[config.mk]
export PLATFORM = sky130hd
export DESIGN_NAME = fetch_unit
export DESIGN_NICKNAME = d
export VERILOG_FILES = /design/src/rtl/fetch_unit.sv
export SDC_FILE = /design/constraint.sdc
export NUM_CORES = 1
export LEC_CHECK = 0
export ABC_AREA = 1
export BUFFER_PORTS_ARGS = -buffer_cell sky130_fd_sc_hd__buf_2
export CAP_MARGIN = 20
export CORE_UTILIZATION = 54
export DETAILED_ROUTE_END_ITERATION = 7
export HOLD_SLACK_MARGIN = 0.03
export PLACE_DENSITY_LB_ADDON = 0.25
export SYNTH_ARGS = -nofsm -noshare
export SYNTH_HDL_FRONTEND = slang
export SYNTH_SLANG_ARGS = --single-unit
[constraint.sdc]
create_clock -name clock -period 3.3 [get_ports clock]
set_input_delay 0.165 -clock clock [delete_from_list [all_inputs] [get_ports clock]]
set_output_delay 0.165 -clock clock [all_outputs]
set_load 0.03 [all_outputs]
[src/rtl/fetch_unit.sv]
// Instruction-fetch stage: owns the PC, addresses the instruction ROM and
// registers the returned word into the IF/ID pipeline register.
module fetch_unit #(
  parameter logic [31:0] RESET_PC   = 32'h0000_0000,
  parameter logic [31:0] EXC_VECTOR = 32'h0000_0080,
  parameter logic [31:0] NOP        = 32'h0000_0000
) (
  input  logic        clock,
  input  logic        reset,
  input  logic        stall,
  input  logic        branch_taken,
  input  logic [31:0] branch_target,
  input  logic        jump,
  input  logic [31:0] jump_target,
  input  logic        exc_req,
  output logic [31:0] imem_addr,
  input  logic [31:0] imem_data,
  output logic [31:0] pc,
  output logic [31:0] if_id_instr,
  output logic [31:0] if_id_pc,
  output logic [31:0] if_id_pc_plus4,
  output logic        if_id_valid,
  output logic        misalign_fault,
  output logic [31:0] fault_addr,
  output logic [31:0] fetch_count
);

  logic [31:0] pc_q, pc_d, instr_q, instr_d, ipc_q, ipc_d, ip4_q, ip4_d;
  logic [31:0] faddr_q, faddr_d, cnt_q, cnt_d;
  logic        vld_q, vld_d, flt_q, flt_d;
  logic        redirect, ctl_xfer, misalign;
  logic [31:0] tgt, pc_inc;

  assign pc_inc   = pc_q + 32'd4;
  assign ctl_xfer = branch_taken | jump;
  assign redirect = exc_req | ctl_xfer;
  assign tgt      = branch_taken ? branch_target : jump_target;
  // Exceptions outrank control transfers, so a masked target never faults.
  assign misalign = !exc_req && ctl_xfer && (tgt[1:0] != 2'b00);

  always_comb begin
    pc_d    = pc_inc;
    instr_d = instr_q;
    ipc_d   = ipc_q;
    ip4_d   = ip4_q;
    vld_d   = vld_q;
    cnt_d   = cnt_q;
    flt_d   = misalign;
    faddr_d = misalign ? tgt : faddr_q;
    if (exc_req || misalign) pc_d = EXC_VECTOR;
    else if (ctl_xfer)       pc_d = tgt;
    else if (stall)          pc_d = pc_q;

    // Squash drops the wrong-path word; IF/ID PC fields keep their last value.
    if (redirect) begin
      instr_d = NOP;
      vld_d   = 1'b0;
    end else if (!stall) begin
      instr_d = imem_data;
      ipc_d   = pc_q;
      ip4_d   = pc_inc;
      vld_d   = 1'b1;
      cnt_d   = cnt_q + 32'd1;
    end
  end

  always_ff @(posedge clock) begin
    if (reset) begin
      pc_q    <= RESET_PC;
      instr_q <= NOP;
      ipc_q   <= '0;
      ip4_q   <= '0;
      vld_q   <= 1'b0;
      flt_q   <= 1'b0;
      faddr_q <= '0;
      cnt_q   <= '0;
    end else begin
      pc_q    <= pc_d;
      instr_q <= instr_d;
      ipc_q   <= ipc_d;
      ip4_q   <= ip4_d;
      vld_q   <= vld_d;
      flt_q   <= flt_d;
      faddr_q <= faddr_d;
      cnt_q   <= cnt_d;
    end
  end

  assign imem_addr      = pc_q;
  assign pc             = pc_q;
  assign if_id_instr    = instr_q;
  assign if_id_pc       = ipc_q;
  assign if_id_pc_plus4 = ip4_q;
  assign if_id_valid    = vld_q;
  assign misalign_fault = flt_q;
  assign fault_addr     = faddr_q;
  assign fetch_count    = cnt_q;

endmodule

## Word level (Yosys, flattened, before mapping)

Index checks and enable logic that the tools add are counted.

- Input port bits: 102
- Register bits after elaboration: 194

- Bitwise operators: 4
- Equality and inequality tests: 2
- Reduce and logical (&&, ||, !) cells: 8
- $add $sub $neg: 2
- Multiplexer cells: 4

Operators with widths:

| cell | number |
|---|---|
| 2-to-1 mux 32 bit | 3 |
| adder 32 x 1 -> 32 bit (second input constant) | 1 |
| adder 32 x 3 -> 32 bit (second input constant) | 1 |
| 2-to-1 mux 8 bit | 1 |
| OR reduction 2 bit | 2 |
| != test 3 x 1 -> 1 bit (second input constant) | 1 |
| logical AND 1 bit | 2 |
| != test 2 x 1 -> 1 bit (second input constant) | 1 |
| NOT 1 bit | 2 |
| OR 1 bit | 2 |
| AND reduction 2 bit | 1 |
| nonzero test 2 bit | 1 |
| logical NOT 1 bit | 1 |
| logical OR 1 bit | 1 |

## Depth between registers and ports, before layout

- Depth after elaboration: 5
- Depth in mapped cells: 12

## Worst setup path before layout

OpenSTA, ideal clock, no wires.

- Path type: register to register
- From: reg pc_q[3] (netlist: imem_addr[3])
- To: reg ip4_q[22] (netlist: if_id_pc_plus4[22])
- Path slack: 1.540 ns
- Clock period less this slack: 1.760 ns
- Arrival: 1.646 ns
- Cell stages (with the launch flop): 11
- Buffers on the path: 0
- Path through: dfxtp_1 -> ha_1 -> nand2_1 -> nor2_1 -> nand2_2 -> nor2_4 -> nand2_1 -> nand2_1 -> nand2_1 -> o21bai_1 -> inv_1

- Word-level cells in the longest chain between the ends: 1

Ends and longest elaborated chain:

| what | line | text |
|---|---|---|
| start: declaration | 28 | `logic [31:0] pc_q, pc_d, instr_q, instr_d, ipc_q, ipc_d, ip4_q, ip4_d;` |
| start signal: assignment | 78 | `pc_q <= pc_d;` |
| adder 32 x 3 -> 32 bit | 34 | `assign pc_inc = pc_q + 32'd4;` |
| end signal: assignment | 81 | `ip4_q <= ip4_d;` |
| end: declaration | 28 |  |

Every way passes these cells.
A chain may end at the register's enable or synchronous reset.

## Worst setup path after layout

- From: reg pc_q[3] (netlist: imem_addr[3])
- To: reg pc_q[18] (netlist: imem_addr[18])

- Word-level cells in the longest chain between the ends: 3

Ends and longest elaborated chain:

| what | line | text |
|---|---|---|
| adder 32 x 3 -> 32 bit | 34 |  |
| 2-to-1 mux 32 bit | 52 | `else if (stall) pc_d = pc_q;` |
| 2-to-1 mux 32 bit | 51 | `else if (ctl_xfer) pc_d = tgt;` |

Every way passes these cells. The select of a mux whose other input is x is not followed.

==> results.py <==
metrics = {
    "pwr": {
        "swShare_pct": 29.3,
        "power_frac_seq_pct": 47.1,
        "p_per_area_mw_per_mm2": 454,
        "comb_power_share_pct": 13.6,
        "power.leakage_nw": 5.56,
        "power.internal_w": 0.00368,
        "ir_drop_mv": 0.356,
        "pwr-share-clk_pct": 39.2,
        "power.switching_w": 0.00152,
    },
    "global_route": {
        "track_usage_pct": 33.5,
        "grt_pass1_wl_mm": 46.2,
        "antenna_found_initial": 0,
        "grt-ovfl-total": 0,
        "grt_pass1_vias": 8798,
        "grt_max_degree": 73,
    },
    "setup_path": {
        "crit_path_max_fanout": 7,
        "slowest_delay_ns": 0.46,
        "critPathRequiredTime_ns": 3.65,
        "endpoint_kind": "register",
        "crit_top_cell": "nand2_1",
        "worst_setup_path_start_kind": "register",
        "arrival_ns": 2.39,
        "critical_path.top_delay_family": "simple AND/OR/NAND/NOR gates",
        "crit_chain": "ha_1 > nand2_1 > nor2_1 > nand2_2 > nor2_4 > xor2_1 > nand2_1 > a21oi_1",
        "r2r_cells": 8,
        "path_buf_inv": 0,
        "cp_slowest_cell": "dfxtp_1",
        "path_class": "register to register",
        "crit_cells": 8,
    },
    "floorplanning": {
        "fp.dieH_microns": 132,
        "fp.coreArea_sq_mm": 0.0165,
        "pin_count": 328,
        "die_w_microns": 132,
        "initial_utilization_pct": 55.3,
        "fp-row-count": 47,
        "dieArea_sq_mm": 0.0174,
    },
    "routing": {
        "wl_mm": 29.4,
        "remaining_drc_errors": 0,
        "wl_per_cell_microns": 15.7,
        "vias_per_cell": 5.26,
        "first_iter_violations": 752,
        "dr.pass1.iters": 6,
        "num_vias": 9845,
        "ant_nets": 0,
    },
    "sta": {
        "rsz0062_at_grt": "false",
        "setup_tns_ns": 0,
        "fin_crit_sh_pct": 61.9,
        "timing.fmax_ghz": 0.489,
        "finalSetupViolCount": 0,
        "final_hold_viol_count": 0,
        "fin_worst_skew_ns": 0.00802,
        "slew_headroom_pct": 33.7,
        "timing.final.crit_period_ns": 2.04,
        "slew_viol_final": 0,
        "tightest_slew_ns": 0.993,
    },
    "cells_and_area": {
        "layout.cells.non_filler": 1870,
        "area_growth_pct": 25.6,
        "n_antenna_cell": 0,
        "fin_util_pct": 69.4,
        "nets": 1741,
        "layout-drive-gt1-share_pct": 24.2,
    },
    "place": {
        "hpwl_mm": 21.0,
        "port_buffers": 327,
        "placed_cells": 1806,
        "routabilityCongestion": 0.926,
    },
    "yosys": {
        "synth-compound-area-share_pct": 14.7,
        "syn_inst": 1349,
        "synth_top_family_by_area": "simple AND/OR/NAND/NOR gates",
        "yosysUniqueCellTypes": 37,
        "syn_nets": 1453,
        "synthMuxAreaShare_pct": 0,
        "ys_seq_area_share_pct": 42.1,
        "yosys_warnings": 0,
        "ys_top_cells_by_area": "dfxtp_1 42%, nand2_1 17%, nor2_1 6.5%",
        "ys_ff_latch": 192,
        "synth-simple-area-share_pct": 30.3,
        "netlist_area_sq_mm": 0.00913,
        "avgSynthCellArea_sq_um": 6.77,
        "synth_fa_ha_area_share_pct": 0.274,
        "synth_top_area_share_pct": 42.1,
        "synth_top_area_cell": "dfxtp_1",
        "synth_xor_area_share_pct": 1.73,
    },
    "cts": {
        "clk_pin_slew_worst_paths_ns": 0.07,
        "root_buffer": "clkbuf_16",
        "post_cts_buffers": 0,
        "max-clock-path-buffers": 2,
        "worstSkewPairLatency_ns": 0.43,
        "clkSinkCount": 192,
        "htree_levels": 4,
        "cts_made_buffers": 17,
        "tritoncts": "yes",
    },
    "job": {
        "max_cap_viol_count": 0,
    },
    "min_path": {
        "hold_class": "input port to register",
        "holdPathStages": 4,
    },
    "outcome": {
        "outcome": "finished clean",
    },
}
==> layout by cell type, fill, tap and decap left out, types with 3 or more instances in the layout <==
cell / synthesis / final
xnor2_1: 6 / 6
nor3b_1: 4 / 4
clkbuf_16: 0 / 17
nand2_2: 6 / 6
buf_4: 37 / 9
buf_2: 20 / 327
nor2_2: 5 / 5
xor2_1: 12 / 12
nor3_1: 9 / 9
clkinvlp_4: 0 / 4
dfxtp_1: 192 / 192
nor2_4: 8 / 8
inv_6: 0 / 4
inv_2: 5 / 6
inv_8: 0 / 3
o21bai_1: 18 / 18
a21oi_1: 111 / 111
nand3_1: 43 / 43
a21o_1: 3 / 3
nor2_1: 159 / 159
nand4_1: 10 / 10
nand2_1: 417 / 417
a22o_1: 6 / 6
a31oi_1: 7 / 7
nand3_2: 3 / 3
o21ai_0: 98 / 98
o21a_1: 3 / 3
inv_1: 112 / 111
dlygate4sd3_1: 0 / 32
==> layer usage <==
metal  vias to the layer above  track usage (%)  wire, microns
met5                         -                0              0
met3                        43             6.31           2530
met2                       480             53.2          13200
li1                       4814                -              -
met1                      4508             45.9          13000
met4                         0             10.7            660
==> sequential cells by signal (all words and copies together) (netlist names), named ones only <==
register / cells
fault_addr: 32
if_id_instr: 32
fetch_count: 32
if_id_pc_plus4: 30
imem_addr: 30
if_id_pc: 32
misalign_fault: 1
if_id_valid: 1
==> power by group through the flow <==
stage	Clock, W	Combinational, W	Sequential [W]
2_1_floorplan	0	0.000317	0.00263
3_3_place_gp	0	0.000661	0.00250
3_5_place_dp	0	0.000670	0.00251
4_1_cts	0.00206	0.000700	0.00245
5_1_grt	0.00214	0.000767	0.00246
6_report	0.00204	0.000709	0.00245
==> synthesized netlist by cell type, drive strengths merged <==
master and count:
nor3 9, and2 1, a21o 3, o21a 3
inv 117, nor3b 5, nand3 46, a21oi 111
o21ai 100, nor2 173, a221oi 1, o21bai 18
or2 3, xnor2 6, xor2 12, nand2 423
a31oi 7, ha 2, nor4 1, nand4 10
dfxtp 192, clkbuf 36, a22o 6, buf 64
==> through the flow <==
step,setup WS (ns),hold slack [ns],power [W],instance area (sq um)
after global routing,1.05,0.0905,0.00537,11500
after floorplan,1.54,0.309,0.00295,9130
final,1.26,0.0770,0.00520,11500
after global placement,1.12,0.415,0.00317,10600
after detailed placement,0.919,0.420,0.00317,10600
after CTS,1.29,0.0610,0.00521,11500
==> cell families (layout without fill, tap and decap cells) <==
kind of cell,count (synthesis),count (layout)
DFF,192,192
buffers and inverters,217,518
xor gates and xnor gates,18,18
and+or+nand+nor,671,671
AOI/OAI and AO/OA,249,249
adders and majority gates,2,2
==> tightest hold or removal path, cell delays in order <==
cell     delay, ns
buf_2         0.13
nor2_8        0.05
nand2_1       0.05
a21oi_1       0.06
==> what timing repair did <==
item                                   4_1_cts  5_1_grt
hold buffers                                32        0
endpoints found under the hold margin       32        0
resized for setup                            0        0
==> final cells by class <==
cell class              count  area (sq um)
fillers                  1477          5050
repair buffers            369          2040
clock inverters            15           151
flip-flops and latches    192          3840
multi-input cells         940          4290
well taps                 220           275
clock buffers              17           425
inverters                 117           439
==> final timing paths <==
kind | from | to | slack, ns
min reg2reg | if_id_pc[17] | if_id_pc[17] | 0.46
max | imem_addr[3] | imem_addr[18] | 1.26
max reg2reg | imem_addr[3] | imem_addr[18] | 1.26
min | jump | register | 0.08
Power figures use the tool's default switching activity.
